### config.mk
export PLATFORM = sky130hd
export DESIGN_NAME = seg7_scan_driver
export DESIGN_NICKNAME = d
export VERILOG_FILES = /design/src/rtl/seg7_pkg.sv /design/src/rtl/seg7_decode.sv /design/src/rtl/seg7_scan_driver.sv
export SDC_FILE = /design/constraint.sdc
export NUM_CORES = 1
export LEC_CHECK = 0
export CAP_MARGIN = 40
export CORE_MARGIN = 5
export CORE_UTILIZATION = 50
export CTS_BUF_LIST = sky130_fd_sc_hd__clkbuf_4 sky130_fd_sc_hd__clkbuf_8
export CTS_CLUSTER_DIAMETER = 40
export DETAILED_ROUTE_END_ITERATION = 16
export HOLD_SLACK_MARGIN = 0.02
export PLACE_DENSITY = 0.69
export SLEW_MARGIN = 40
export SYNTH_ARGS = -nofsm -noshare
export SYNTH_HDL_FRONTEND = slang
export SYNTH_HIERARCHICAL = 1
export SYNTH_SLANG_ARGS = --single-unit
### constraint.sdc
create_clock -name i_clk -period 2.6 [get_ports i_clk]
set_clock_uncertainty 0.1 [all_clocks]
set_input_delay 0.26 -clock i_clk [delete_from_list [all_inputs] [get_ports i_clk]]
set_output_delay 0.26 -clock i_clk [all_outputs]
set_load 0.1 [all_outputs]
### src/rtl/seg7_pkg.sv
// rtl/seg7_pkg.sv - Segment glyph constants shared by the 7-segment scan driver
package seg7_pkg;

    localparam int SEG_A_BIT = 6;
    localparam int SEG_B_BIT = 5;
    localparam int SEG_C_BIT = 4;
    localparam int SEG_D_BIT = 3;
    localparam int SEG_E_BIT = 2;
    localparam int SEG_F_BIT = 1;
    localparam int SEG_G_BIT = 0;

    // All glyphs are active-low: a 0 bit lights the segment.
    localparam logic [6:0] SEG_BLANK = 7'h7F;
    localparam logic [6:0] SEG_DASH  = 7'b1111110;

    localparam logic [6:0] SEG_DIGIT [0:15] = '{
        7'b0000001, 7'b1001111, 7'b0010010, 7'b0000110,
        7'b1001100, 7'b0100100, 7'b0100000, 7'b0001111,
        7'b0000000, 7'b0000100, 7'b0001000, 7'b1100000,
        7'b0110001, 7'b1000010, 7'b0110000, 7'b0111000
    };

endpackage

### src/rtl/seg7_decode.sv
// rtl/seg7_decode.sv - BCD/hex to active-low segment lookup; SEG7_HEX_EN enables A-F glyphs
module seg7_decode
    import seg7_pkg::*;
(
    input  logic [3:0] code,
    output logic [6:0] segments
);

    always_comb begin
        segments = SEG_DIGIT[code];
`ifdef SEG7_HEX_EN
        segments = SEG_DIGIT[code];
`else
        if (code > 4'd9) begin
            segments = SEG_DASH;
        end
`endif
    end

endmodule

### src/rtl/seg7_scan_driver.sv
// rtl/seg7_scan_driver.sv - Multiplexed N-digit 7-segment scanner with frame-synchronous double buffer
// Optional hex glyphs for codes 10-15 via SEG7_HEX_EN (handled in seg7_decode).
module seg7_scan_driver
    import seg7_pkg::*;
#(
    parameter int N_DIGITS    = 4,
    parameter int SCAN_DIV    = 1000,
    parameter int DEAD_CYCLES = 1
) (
    input  logic                  i_clk,
    input  logic                  i_rst_n,
    input  logic                  i_enable,
    input  logic                  i_load,
    input  logic [4*N_DIGITS-1:0] i_bcd,
    input  logic [N_DIGITS-1:0]   i_dp,
    output logic [6:0]            o_segments,
    output logic                  o_dp_n,
    output logic [N_DIGITS-1:0]   o_digit_n,
    output logic                  o_frame
);

    localparam int CNT_W = $clog2(SCAN_DIV);
    localparam int IDX_W = (N_DIGITS > 1) ? $clog2(N_DIGITS) : 1;

    logic [CNT_W-1:0]      cnt;
    logic [IDX_W-1:0]      idx;
    logic [4*N_DIGITS-1:0] staging;
    logic [N_DIGITS-1:0]   staging_dp;
    logic [4*N_DIGITS-1:0] display;
    logic [N_DIGITS-1:0]   display_dp;
    logic                  pending;

    logic                  slot_end;
    logic                  last_idx;
    logic                  wrap;
    logic                  in_dead;
    logic [3:0]            cur_code;
    logic [6:0]            cur_seg;
    logic [N_DIGITS-1:0]   cur_onehot;

    assign slot_end = (cnt == CNT_W'(SCAN_DIV - 1));
    assign last_idx = (idx == IDX_W'(N_DIGITS - 1));
    assign wrap     = i_enable && slot_end && last_idx;

    generate
        if (DEAD_CYCLES == 0) begin : g_no_dead
            assign in_dead = 1'b0;
        end else begin : g_dead
            assign in_dead = ({1'b0, cnt} < (CNT_W + 1)'(DEAD_CYCLES));
        end
    endgenerate

    assign cur_code   = display[{idx, 2'b00} +: 4];
    assign cur_onehot = N_DIGITS'(1) << idx;

    seg7_decode u_decode (
        .code     (cur_code),
        .segments (cur_seg)
    );

    // Scan position and registered pin drive; pins reflect the (cnt, idx) state of the previous cycle.
    always_ff @(posedge i_clk or negedge i_rst_n) begin
        if (!i_rst_n) begin
            cnt        <= '0;
            idx        <= '0;
            o_segments <= SEG_BLANK;
            o_dp_n     <= 1'b1;
            o_digit_n  <= '1;
            o_frame    <= 1'b0;
        end else begin
            o_frame <= wrap;
            if (!i_enable) begin
                cnt        <= '0;
                idx        <= '0;
                o_segments <= SEG_BLANK;
                o_dp_n     <= 1'b1;
                o_digit_n  <= '1;
            end else begin
                if (slot_end) begin
                    cnt <= '0;
                    idx <= last_idx ? '0 : idx + IDX_W'(1);
                end else begin
                    cnt <= cnt + CNT_W'(1);
                end
                if (in_dead) begin
                    o_segments <= SEG_BLANK;
                    o_dp_n     <= 1'b1;
                    o_digit_n  <= '1;
                end else begin
                    o_segments <= cur_seg;
                    o_dp_n     <= ~display_dp[idx];
                    o_digit_n  <= ~cur_onehot;
                end
            end
        end
    end

    // Double buffer: a load that coincides with a wrap re-arms pending after the old staging commits.
    always_ff @(posedge i_clk or negedge i_rst_n) begin
        if (!i_rst_n) begin
            staging    <= '0;
            staging_dp <= '0;
            display    <= '0;
            display_dp <= '0;
            pending    <= 1'b0;
        end else if (!i_enable) begin
            if (i_load) begin
                staging    <= i_bcd;
                staging_dp <= i_dp;
                display    <= i_bcd;
                display_dp <= i_dp;
                pending    <= 1'b0;
            end
        end else begin
            if (wrap && pending) begin
                display    <= staging;
                display_dp <= staging_dp;
                pending    <= 1'b0;
            end
            if (i_load) begin
                staging    <= i_bcd;
                staging_dp <= i_dp;
                pending    <= 1'b1;
            end
        end
    end

endmodule
==> results.json, run 1 <==
{
  "outcome": "complete, no violations",
  "gp_congestion": 0.755,
  "path_buf_inv": 1,
  "rsz0062_at_grt": "no",
  "crit_slowest_cell": "mux4_2",
  "reg2reg_to": "o_segments[3]",
  "finalPower_mw": 2.73,
  "rr_startpoint": "idx[0]",
  "final_cell_mix": "dfrtp_1 (54), mux2_2 (40), clkdlybuf4s50_1 (22)",
  "worst_slew_pin_slew_ns": 0.589,
  "cts_tree": "yes",
  "drtIter0Drc": 81,
  "drtPass1Iterations": 4,
  "fmax_mhz": 458,
  "cap_violations": 0,
  "critPathCaptureType": "flip-flop",
  "grt-ovfl-total": 0,
  "area_growth_pct": 17.5,
  "r2r_cells": 6,
  "core_mm2": 0.00668,
  "dieWidth_um": 92.2,
  "hpwl_um": 3960,
  "syn_area_per_cell_um2": 13.2,
  "grt_max_degree": 67,
  "cts_sinks": 66,
  "die_h_um": 92.2,
  "crit_family": "multiplexers",
  "path_cells": "mux4_2 > inv_1 > ha_1 > or2b_1 > a32oi_1 > nand2b_1",
  "m1WireLength_um": 2740,
  "crit_type": "flip-flop to flip-flop",
  "antenna_found_initial": 0,
  "clock_latency_ns": 0.33,
  "crit_end": "o_segments[3]",
  "yosysWarnings": 6,
  "slew_violations": 0,
  "io_pins": 37,
  "peakVddDrop_mv": 0.296,
  "finalCritPeriodShare_pct": 84.0,
  "track_usage_pct": 15.0,
  "diodes": 0,
  "cts_setup_buffers": 0,
  "min_path_type": "flip-flop to flip-flop",
  "async_flop_share_pct": 100,
  "required_ns": 2.77,
  "critPathMaxStageDelay_ns": 0.63,
  "grt_pass1_wl_um": 10000,
  "synth_cells": 256,
  "reg2reg_slack_ns": 0.42,
  "synth_flop_cell": "dfrtp_1",
  "totalWireLength_um": 5720,
  "vias": 2005,
  "clk_pin_slew_worst_paths_ns": 0.07,
  "post_cts_resized": 0,
  "synth_edf_count": 0,
  "h-tree-depth": 3,
  "crit_cells": 6,
  "slew_headroom_pct": 60.7,
  "vias_per_cell": 5.21,
  "highest_layer": "met4",
  "p_leak_nw": 1.74,
  "root_buffer": "clkbuf_8",
  "synth.distinct_cells": 45,
  "setup-tns-final_ns": 0,
  "final_common_cell": "dfrtp_1",
  "routed-wl-met2_um": 2680,
  "wl_per_cell_um": 14.9,
  "multi_input_area_mm2": 0.00159,
  "yosysSeqAreaShare_pct": 49.3,
  "start_util_pct": 50.6,
  "postRouteAntennaNets": 0,
  "netlist_area_mm2": 0.00338,
  "cp_max_fo": 7,
  "numCtsBuffers": 9,
  "grt_pass1_vias": 2069,
  "drive_gt1_share_pct": 39.3,
  "period_needed_ns": 2.18,
  "synth_fp_nets": 294,
  "die_area_mm2": 0.00850,
  "nNetsFinal": 338,
  "hold_violations": 0,
  "setup_viol": 0,
  "arrival_ns": 2.35,
  "dr_wl_met3_um": 235,
  "drc_errors": 0,
  "powerDensity_mw_per_mm2": 687,
  "ctsHoldBuffers": 0,
  "cp-start-kind": "flip-flop",
  "num-fill-cells": 561,
  "critPathLaunch": "idx[0]",
  "ff_latch_area_mm2": 0.00167,
  "portBuffers": 36,
  "fp-row-count": 30,
  "synth-seq-cells": 66,
  "cts.path.max_buffers": 2
}
==> Yosys cell counts (2+ instances only) <==
master	count	area (µm²)
nand2b_1	8	50.1
inv_1	11	41.3
nand3_1	6	30.0
nor2_1	12	45.0
mux4_2	5	113
xnor2_1	4	35.0
nand2_1	14	52.6
a31oi_1	3	18.8
mux2_4	20	300
dfrtp_1	54	1350
or3_1	2	12.5
nand4_1	3	18.8
nor3_1	3	15.0
a21oi_1	4	20.0
a32oi_1	2	17.5
clkbuf_1	5	18.8
mux2_2	40	450
buf_6	4	45.0
dfstp_2	12	315
nor2b_1	2	12.5
ha_1	14	175
and3_1	2	12.5
or2b_1	2	15.0
o21ai_0	3	15.0
==> metrics by stage <==
step	setup WS [ns]	hold slack [ns]	utilization, %	cells	cell area [µm²]
after floorplan	0.247	-0.136	-	256	3380
after global routing	0.269	0.419	59.4	385	3970
after detailed placement	0.456	0.378	56.5	368	3770
after CTS	0.422	0.0288	59.2	384	3960
final	0.417	0.385	59.4	385	3970
after global placement	0.445	0.361	56.5	368	3770
==> worst reg2reg max path: stages (launching register included) <==
cell and delay [ns]:
dfrtp_1 0.44, mux4_2 0.63, inv_1 0.17, ha_1 0.27, or2b_1 0.23, a32oi_1 0.17
nand2b_1 0.12
==> layer usage <==
metal	global-route usage, %	vias up
met3	2.79	6
met4	7.92	0
met2	23.2	40
li1	-	993
met1	20.1	966
met5	0	-
==> state kept, by name, summed over array words and instances (netlist names) <==
register,cells
o_frame,1
cnt,10
staging_dp,4
o_digit_n,4
o_dp_n,1
idx,2
staging,16
o_segments,7
display_dp,4
display,16
pending,1
==> worst min path at each step <==
stage	start	endpoint	slack, ns	depth (start not counted)
6_report	cnt[0]	cnt[0]	0.38	1
5_1_grt	cnt[0]	cnt[0]	0.42	1
4_1_cts	i_rst_n	cnt[7]	0.03	2
3_5_place_dp	cnt[0]	cnt[0]	0.38	1
3_3_place_gp	cnt[0]	cnt[0]	0.36	1
2_1_floorplan	i_rst_n	cnt[0]	-0.14	0
==> area by class of cell <==
| cell class | count | area share, % |
|---|---|---|
| clock inverters | 7 | 1.51 |
| well taps | 80 | 2.52 |
| repair buffers | 44 | 9.80 |
| multi-input cells | 168 | 40.0 |
| inverters | 11 | 1.04 |
| clock buffers | 9 | 3.12 |
| flip-flops and latches | 66 | 42.0 |
==> power breakdown <==
group / total (mW) / switching [mW] / internal [mW]
clock: 0.806 / 0.374 / 0.432
sequential: 1.23 / 0.0657 / 1.17
combinational: 0.690 / 0.377 / 0.313
total: 2.73 / 0.817 / 1.91
==> logic make-up after synthesis <==
group,synth area share (%)
multiplexers,25.9
flip-flops,49.3
AND/OR/NAND/NOR,10.4
buffers and inverters,3.63
AO/OA/AOI/OAI,4.26
adder cells (fa/ha/maj),5.19
XOR/XNOR,1.30
Power figures use the tool's default switching activity.
==> run 2: changes to the inputs <==
Settings changed: PLACE_DENSITY 0.69 to 0.72.
Clock period 2.6 ns to 1.79 ns, I/O delays scaled along.
==> results.json, run 2 (synthesis results as in run 1) <==
{
  "fmax_mhz": 494,
  "portBuffers": 36,
  "vias_per_cell": 5.54,
  "utilization_pct": 71.3,
  "crit_type": "flip-flop to flip-flop",
  "nNetsFinal": 381,
  "slew_violations": 0,
  "post-place-ws_ns": -0.200,
  "fp-row-count": 30,
  "instances_no_fill": 428,
  "required_ns": 1.97,
  "track_usage_pct": 18.2,
  "drtIter0Drc": 116,
  "setup-tns-final_ns": -2.86,
  "min_path_type": "input pin to async pin",
  "rsz0062_at_grt": "yes",
  "placed_area_mm2": 0.00419,
  "hold_violations": 0,
  "cap_violations": 0,
  "core_mm2": 0.00668,
  "start_util_pct": 50.6,
  "drtPass1Iterations": 4,
  "dp_cells": 397,
  "area_growth_pct": 41.0,
  "arrival_ns": 2.20,
  "outcome": "finished with violations",
  "clock_latency_ns": 0.34,
  "drive_gt1_share_pct": 52.6,
  "design_area_mm2": 0.00476,
  "drc_errors": 0,
  "violations": "setup timing",
  "gr-usage-met1_pct": 23.3,
  "final_common_cell": "dfrtp_1",
  "gp_congestion": 0.832,
  "num-fill-cells": 437,
  "clk_pin_slew_worst_paths_ns": 0.07,
  "hpwl_um": 4430,
  "fin_ws_ns": -0.234,
  "io_pins": 37,
  "vias": 2371,
  "setup_viol": 27,
  "cts_tree": "yes",
  "grt.busiest_layer": "met2",
  "wl_per_cell_um": 17.4,
  "peakVddDrop_mv": 0.480,
  "grt_use_met2_pct": 28.6,
  "cts_sinks": 66,
  "cts.path.max_buffers": 2,
  "finalCritPeriodShare_pct": 113,
  "totalWireLength_um": 7450,
  "postRouteAntennaNets": 0,
  "final_cell_mix": "dfrtp_1 (53), mux2_2 (40), buf_4 (40)",
  "die_area_mm2": 0.00850,
  "top_regs": "display x16, staging x16, cnt x10",
  "p_leak_nw": 2.09,
  "cp-start-kind": "flip-flop",
  "die_h_um": 92.2,
  "root_buffer": "clkbuf_8",
  "h-tree-depth": 3,
  "period_needed_ns": 2.02,
  "grt_util_met3_pct": 4.35,
  "critPathCaptureType": "flip-flop",
  "cp_max_fo": 4,
  "grt_pass1_vias": 2459,
  "dieWidth_um": 92.2,
  "powerDensity_mw_per_mm2": 970,
  "numCtsBuffers": 9,
  "worst_slew_pin_slew_ns": 0.357,
  "slew_headroom_pct": 76.2,
  "diodes": 0,
  "antenna_found_initial": 0,
  "grt_max_degree": 67,
  "finalPower_mw": 4.62,
  "grt_pass1_wl_um": 12000,
  "grt-ovfl-total": 0,
  "whs_ns": 0.276
}
[run 2: where the power goes]
part           internal [mW]  total (mW)  switching, mW
Clock                  0.833        1.40          0.567
Combinational          0.715        1.37          0.660
Sequential              1.70        1.85          0.149
Total                   3.25        4.62           1.38
[run 2: what timing repair did]
item	CTS	global route
hold buffers	1	0
setup endpoints to repair	27	31
pin swaps	2	7
hold endpoints to repair	54	0
gates cloned	3	1
buffers inserted	8	2
resized for setup	25	15
[run 2: worst paths after layout]
| path | startpoint | end | slack [ns] | cells after the start |
|---|---|---|---|---|
| min in group i_clk | i_bcd[8] | staging[8] | 0.37 | 2 |
| hold / removal | i_rst_n | staging_dp[1] | 0.28 | 3 |
| hold reg to reg | staging[8] | staging[8] | 0.40 | 1 |
| setup reg to reg | idx[0] | o_segments[3] | -0.23 | 6 |
| max in group asynchronous | i_rst_n | o_digit_n[2] | 0.97 | 3 |
| setup / recovery | idx[0] | o_segments[3] | -0.23 | 6 |
[run 2: routing by layer]
metal | wire length (µm) | part of all wire [%]
met5 | 0 | 0
met1 | 3300 | 44
met2 | 3500 | 47
met4 | 278 | 3.7
met3 | 371 | 5.0
[run 2: critical path: stages, from the launching register on]
cell      delay [ns]
dfrtp_2         0.41
mux4_2          0.58
inv_4           0.11
ha_4            0.19
or2b_1          0.23
a32oi_1         0.20
nand2b_1        0.14
[run 2: cell type report]
cell class / instances / area, µm² / area share, %
clock inverter: 5 / 77.6 / 1.63
sequential: 66 / 1670 / 35.0
multi-input combinational: 170 / 1810 / 37.9
inverter: 11 / 46.3 / 0.972
tap: 80 / 100 / 2.10
timing repair buffer: 85 / 921 / 19.3
clock buffer: 11 / 145 / 3.05
